==> src/rtl/dmem_arbiter.sv <==
// dmem_arbiter: shares the single-port data memory between the CPU and an external
// loader/debug master. CPU owns by default; EXT gets bounded bursts; both sides starvation-guarded.
//
// state | meaning
// S_CPU | CPU is default owner; EXT served when CPU idle or when EXT has starved
// S_EXT | EXT burst in progress; CPU stalled until the burst ends or the CPU starves
module dmem_arbiter #(
    parameter int AW           = 32,
    parameter int DW           = 32,
    parameter int MAX_BURST    = 8,
    parameter int STARVE_LIMIT = 4
) (
    input  logic          clk,
    input  logic          reset,
    input  logic          cpu_req,
    input  logic          cpu_we,
    input  logic [AW-1:0] cpu_addr,
    input  logic [DW-1:0] cpu_wdata,
    output logic [DW-1:0] cpu_rdata,
    output logic          cpu_stall,
    input  logic          ext_req,
    input  logic          ext_we,
    input  logic [AW-1:0] ext_addr,
    input  logic [DW-1:0] ext_wdata,
    input  logic          ext_last,
    output logic          ext_gnt,
    output logic [DW-1:0] ext_rdata,
    output logic          mem_we,
    output logic [AW-1:0] mem_addr,
    output logic [DW-1:0] mem_wdata,
    input  logic [DW-1:0] mem_rdata
);

    localparam int BW = $clog2(MAX_BURST + 1);
    localparam int SW = $clog2(STARVE_LIMIT + 1);
    localparam logic [BW-1:0] BURST_MAX  = BW'(MAX_BURST);
    localparam logic [BW-1:0] BURST_LAST = BW'(MAX_BURST - 1);
    localparam logic [SW-1:0] STARVE_MAX = SW'(STARVE_LIMIT);

    typedef enum logic [0:0] {S_CPU = 1'b0, S_EXT = 1'b1} state_t;

    state_t        state, state_nxt;
    logic [BW-1:0] beat_cnt, beat_cnt_nxt;
    logic [SW-1:0] ext_wait, ext_wait_nxt;
    logic [SW-1:0] cpu_wait, cpu_wait_nxt;
    logic          cpu_serve, ext_serve;

    always_ff @(posedge clk) begin
        if (reset) begin
            state    <= S_CPU;
            beat_cnt <= '0;
            ext_wait <= '0;
            cpu_wait <= '0;
        end else begin
            state    <= state_nxt;
            beat_cnt <= beat_cnt_nxt;
            ext_wait <= ext_wait_nxt;
            cpu_wait <= cpu_wait_nxt;
        end
    end

    always_comb begin
        state_nxt    = state;
        beat_cnt_nxt = beat_cnt;
        ext_wait_nxt = ext_wait;
        cpu_wait_nxt = cpu_wait;
        cpu_serve    = 1'b0;
        ext_serve    = 1'b0;
        case (state)
            S_CPU: begin
                if (ext_req && ext_wait == STARVE_MAX) begin
                    ext_serve = 1'b1;
                end else begin
                    cpu_serve = cpu_req;
                    ext_serve = ext_req && !cpu_req;
                end
                if (ext_serve || !ext_req)
                    ext_wait_nxt = '0;
                else if (ext_wait != STARVE_MAX)
                    ext_wait_nxt = ext_wait + 1'b1;
                if (ext_serve && !ext_last && MAX_BURST > 1) begin
                    state_nxt    = S_EXT;
                    beat_cnt_nxt = BW'(1);
                end
            end
            S_EXT: begin
                if (cpu_req && cpu_wait == STARVE_MAX) begin
                    cpu_serve = 1'b1;
                    state_nxt = S_CPU;
                end else if (!ext_req) begin
                    // abandoned burst: no beat, CPU gets the cycle
                    cpu_serve = cpu_req;
                    state_nxt = S_CPU;
                end else begin
                    ext_serve = 1'b1;
                    if (beat_cnt != BURST_MAX)
                        beat_cnt_nxt = beat_cnt + 1'b1;
                    if (cpu_req && cpu_wait != STARVE_MAX)
                        cpu_wait_nxt = cpu_wait + 1'b1;
                    if (ext_last || beat_cnt == BURST_LAST)
                        state_nxt = S_CPU;
                end
                if (state_nxt == S_CPU) begin
                    beat_cnt_nxt = '0;
                    cpu_wait_nxt = '0;
                    ext_wait_nxt = '0;
                end
            end
            default: state_nxt = S_CPU;
        endcase
    end

    // reset blocks every grant and write in the same cycle it is asserted
    assign ext_gnt   = ext_serve && !reset;
    assign cpu_stall = cpu_req && !cpu_serve && !reset;
    assign mem_we    = !reset && (ext_serve ? ext_we : (cpu_serve && cpu_we));
    assign mem_addr  = ext_serve ? ext_addr  : cpu_addr;
    assign mem_wdata = ext_serve ? ext_wdata : cpu_wdata;
    assign cpu_rdata = mem_rdata;
    assign ext_rdata = mem_rdata;

endmodule

==> config.mk <==
export PLATFORM = sky130hd
export DESIGN_NAME = dmem_arbiter
export DESIGN_NICKNAME = d
export VERILOG_FILES = /design/src/rtl/dmem_arbiter.sv
export SDC_FILE = /design/constraint.sdc
export NUM_CORES = 1
export LEC_CHECK = 0
export CAP_MARGIN = 20
export CORE_AREA = 5 5 113 115
export DETAILED_ROUTE_END_ITERATION = 6
export DIE_AREA = 0 0 118 120
export PLACE_DENSITY = 0.66
export SLEW_MARGIN = 20
export SYNTH_ARGS = -nofsm -noshare
export SYNTH_HDL_FRONTEND = slang
export SYNTH_SLANG_ARGS = --single-unit
==> constraint.sdc <==
create_clock -name clk -period 3.3 [get_ports clk]
set_clock_uncertainty 0.2 [all_clocks]
set_input_delay 0.825 -clock clk [delete_from_list [all_inputs] [get_ports clk]]
set_output_delay 0.825 -clock clk [all_outputs]
set_load 0.005 [all_outputs]
==> impl_metrics.prom <==
# TYPE chip_impl_metric gauge
chip_impl_info{name="rsz0062_at_grt",value="yes"} 1
chip_impl_metric{name="yosysWarnings",unit=""} 0
chip_impl_metric{name="power.static_leakage",unit="nW"} 1.89
chip_impl_metric{name="portBuffers",unit=""} 201
chip_impl_metric{name="hold_fails_final_rpt",unit=""} 0
chip_impl_metric{name="total_via_count_after_detailed_routing",unit=""} 2288
chip_impl_metric{name="design.portCount",unit=""} 298
chip_impl_metric{name="max_freq",unit="GHz"} 0.302
chip_impl_metric{name="synth-seq-area-share",unit="%"} 10.3
chip_impl_metric{name="routabilityCongestion",unit=""} 0.785
chip_impl_metric{name="coreArea",unit="mm²"} 0.0117
chip_impl_metric{name="antenna_found_initial",unit=""} 0
chip_impl_metric{name="dr.first_iter.drc_count",unit=""} 70
chip_impl_metric{name="drc_errors",unit=""} 0
chip_impl_metric{name="rrSetupSlack",unit="ps"} 1340
chip_impl_metric{name="die-height",unit="µm"} 120
chip_impl_info{name="timing.hold.worst.start",value="beat_cnt[1]"} 1
chip_impl_metric{name="synthesis.nets",unit=""} 396
chip_impl_metric{name="critPathArrivalTime",unit="ps"} 2290
chip_impl_metric{name="first_global_vias",unit=""} 2452
chip_impl_metric{name="cap_violations",unit=""} 0
chip_impl_info{name="min_delay_worst_endpoint",value="beat_cnt[1]"} 1
chip_impl_info{name="status",value="finished, violations left"} 1
chip_impl_metric{name="clock_sink_count",unit=""} 11
chip_impl_metric{name="totalWireLength",unit="µm"} 10200
chip_impl_metric{name="drtPass1Iterations",unit=""} 4
chip_impl_metric{name="detail_route.vias_per_cell",unit=""} 4.23
chip_impl_metric{name="ctsLongestPathBuffers",unit=""} 2
chip_impl_info{name="worstReg2RegEnd",value="beat_cnt[0]"} 1
chip_impl_metric{name="std_cell_rows",unit=""} 40
chip_impl_metric{name="post_dp_cell_area",unit="mm²"} 0.00392
chip_impl_metric{name="cp.required",unit="ps"} 2270
chip_impl_metric{name="max-vdd-ir-drop",unit="µV"} 204
chip_impl_metric{name="p_comb_share",unit="%"} 57.8
chip_impl_metric{name="drt.antenna.violating_nets",unit=""} 0
chip_impl_metric{name="cp_slowest_stage_delay",unit="ps"} 420
chip_impl_metric{name="die_area",unit="mm²"} 0.0142
chip_impl_metric{name="total_non_filler_cell_area_in_the_finished_layout",unit="mm²"} 0.00426
chip_impl_metric{name="crit_path_max_fanout",unit=""} 6
chip_impl_metric{name="worst_skew_pair.late_latency",unit="ps"} 240
chip_impl_info{name="rr_startpoint",value="cpu_wait[0]"} 1
chip_impl_metric{name="grt_util_all_layers",unit="%"} 13.3
chip_impl_info{name="most_used_cells_in_the_layout_excluding_fill_and_tap_cells",value="132 x sky130_fd_sc_hd__clkdlybuf4s50_1, 40 x sky130_fd_sc_hd__mux2_4, 24 x sky130_fd_sc_hd__mux2_2"} 1
chip_impl_metric{name="tightestPinTransition",unit="ps"} 468
chip_impl_info{name="critical_path.slowest_cell",value="sky130_fd_sc_hd__a211o_4"} 1
chip_impl_metric{name="power.sequential.fraction",unit="%"} 16.2
chip_impl_metric{name="post_synth_inst_count",unit=""} 223
chip_impl_info{name="mostFrequentLayoutCell",value="sky130_fd_sc_hd__clkdlybuf4s50_1"} 1
chip_impl_info{name="crit_top_cell",value="sky130_fd_sc_hd__buf_6"} 1
chip_impl_metric{name="p_sw",unit="mW"} 0.210
chip_impl_metric{name="critical_path.n_buffers_inverters",unit=""} 5
chip_impl_info{name="cts_tree",value="built"} 1
chip_impl_metric{name="power.density",unit="mW/mm²"} 201
chip_impl_metric{name="yosys_register_bits",unit=""} 11
chip_impl_metric{name="antenna_cells_inserted",unit=""} 0
chip_impl_metric{name="syn_area",unit="mm²"} 0.00213
chip_impl_metric{name="final_net_count",unit=""} 568
chip_impl_info{name="post_synth_top_flop",value="sky130_fd_sc_hd__dfxtp_1"} 1
chip_impl_metric{name="worst_hold_path.num_cells",unit=""} 2
chip_impl_info{name="setup.worst_path.start_class",value="primary input"} 1
chip_impl_metric{name="switching_share",unit="%"} 24.5
chip_impl_metric{name="grt_pass1_wl",unit="µm"} 15000
chip_impl_metric{name="cts_hold_repair.buffers",unit=""} 0
chip_impl_metric{name="clkSlewWorstSetupHoldPaths",unit="ps"} 40
chip_impl_metric{name="synth_edf_count",unit=""} 0
chip_impl_info{name="crit_path_end_kind",value="output pin"} 1
chip_impl_metric{name="floorplan.initialDensity",unit="%"} 18.2
chip_impl_metric{name="die_w",unit="µm"} 118
chip_impl_metric{name="syn_to_final_growth",unit="%"} 100
chip_impl_metric{name="wire_per_inst",unit="µm"} 18.8
chip_impl_info{name="failing_checks",value="negative setup slack"} 1
chip_impl_metric{name="detailed_place_hpwl",unit="µm"} 8180
chip_impl_metric{name="final.setup.worst_slack",unit="ps"} -16.6
chip_impl_metric{name="netlist-cell-type-count",unit=""} 38
chip_impl_metric{name="globalRouteOverflowTotal",unit=""} 0
chip_impl_metric{name="final_core_util",unit="%"} 36.4
chip_impl_metric{name="grt_max_degree",unit=""} 11
chip_impl_metric{name="tritoncts.num_buffers",unit=""} 3
chip_impl_metric{name="fin_worst_hold_slack",unit="ps"} 296
chip_impl_metric{name="drv_slew",unit=""} 0
chip_impl_metric{name="htreeDepth",unit=""} 1
chip_impl_metric{name="layout_worst_path_cycle_share",unit="%"} 101
chip_impl_info{name="criticalPathCategory",value="in2out"} 1
chip_impl_metric{name="max_slew_margin",unit="%"} 68.6
chip_impl_info{name="critPathTopFamily",value="buffers and inverters"} 1
chip_impl_metric{name="final_layout_size_suffix_gt1_share",unit="%"} 36.0
chip_impl_metric{name="reg2reg_path_depth",unit=""} 7
chip_impl_metric{name="setup-violations-final",unit=""} 1
chip_impl_info{name="hold_path_class",value="reg2reg"} 1
chip_impl_metric{name="fin_crit_period",unit="ps"} 3320
chip_impl_info{name="sequence_of_cells_on_the_critical_path",value="buf_6 > a21boi_4 > a211o_4 > buf_8 > buf_12 > buf_6 > mux2_4 > buf_6"} 1
chip_impl_metric{name="cellInternalPower",unit="mW"} 0.648
chip_impl_info{name="ctsRootBufferMaster",value="sky130_fd_sc_hd__clkbuf_16"} 1
chip_impl_metric{name="synth.avg_cell_area",unit="µm²"} 9.54
chip_impl_metric{name="power_share_of_the_clock_group",unit="%"} 26.1
chip_impl_metric{name="ys_async_sr_fraction",unit="%"} 0
-- registers in the layout (all words and copies together), names as in the netlist --
register / count
cpu_wait: 3
state: 1
ext_wait: 3
beat_cnt: 4
-- per-layer routing --
layer	wire length (µm)	global-route usage, %	share of wire [%]
met1	4060	15.8	40
met2	4670	21.0	46
met3	1380	8.15	14
met4	78	1.94	0.77
met5	0	0	0
-- final cells by class --
cell class	count	area, µm²
Clock buffer	4	78.8
Fill cell	1182	7450
Inverter	9	33.8
Multi-Input combinational cell	131	1380
Sequential cell	11	220
Tap cell	147	184
Timing Repair Buffer	239	2360
-- power groups by stage --
stage / Combinational [mW] / Sequential (mW) / Clock [mW]
6_report: 0.496 / 0.139 / 0.224
4_1_cts: 0.505 / 0.138 / 0.230
2_1_floorplan: 0.215 / 0.140 / 0
3_3_place_gp: 0.481 / 0.141 / 0
3_5_place_dp: 0.484 / 0.141 / 0
5_1_grt: 0.529 / 0.139 / 0.237
-- through the flow --
step	worst slack (ps)	setup TNS, ps	power, mW	std cells
2_1_floorplan	404	0	0.355	223
3_3_place_gp	-660	-40680	0.622	516
3_5_place_dp	-684	-41800	0.625	516
4_1_cts	-34.5	-100	0.873	541
5_1_grt	-40.8	-40.8	0.904	541
6_report	-16.6	-16.6	0.858	541
-- logic make-up after synthesis --
kind of cell | synth area share (%)
buffers and inverters | 28.2
multiplexers | 41.7
AND/OR/NAND/NOR | 10.1
AO/OA/AOI/OAI | 6.17
flip-flops | 10.3
adder cells (fa/ha/maj) | 3.53
-- repair_timing --
action | CTS | global route
setup buffers | 15 | 0
resized for setup | 175 | 24
gates cloned | 6 | 0
pin swaps | 5 | 5
setup endpoints to repair | 67 | 30
-- worst max-delay path by stage --
stage / start / end / slack [ps] / cells past startpoint
after floorplan: cpu_req / mem_addr[0] / 400 / 5
after global placement: cpu_req / mem_we / -660 / 7
after detailed placement: cpu_req / mem_we / -680 / 7
after CTS: cpu_req / mem_addr[4] / -30 / 8
after global routing: cpu_req / mem_addr[5] / -40 / 8
final: cpu_req / mem_addr[5] / -20 / 8
-- cell usage after synthesis (3+ instances only) --
master	number	area (µm²)
sky130_fd_sc_hd__mux2_4	39	586
sky130_fd_sc_hd__nand2_1	6	22.5
sky130_fd_sc_hd__nor2_1	3	11.3
sky130_fd_sc_hd__mux2_2	25	282
sky130_fd_sc_hd__nand3b_1	3	22.5
sky130_fd_sc_hd__buf_6	6	67.6
sky130_fd_sc_hd__nand2b_1	3	18.8
sky130_fd_sc_hd__a21oi_1	5	25.0
sky130_fd_sc_hd__ha_1	6	75.1
sky130_fd_sc_hd__buf_4	64	480
sky130_fd_sc_hd__nand3_1	3	15.0
sky130_fd_sc_hd__dfxtp_1	11	220
sky130_fd_sc_hd__nor3_1	5	25.0
sky130_fd_sc_hd__o21ai_0	5	25.0
sky130_fd_sc_hd__inv_1	9	33.8
-- worst min-delay path: stages (launching register included) --
cell and delay [ps]:
sky130_fd_sc_hd__dfxtp_1 320, sky130_fd_sc_hd__nand2_1 60, sky130_fd_sc_hd__mux2i_1 60
No activity file was read; power rests on OpenSTA's default activity.
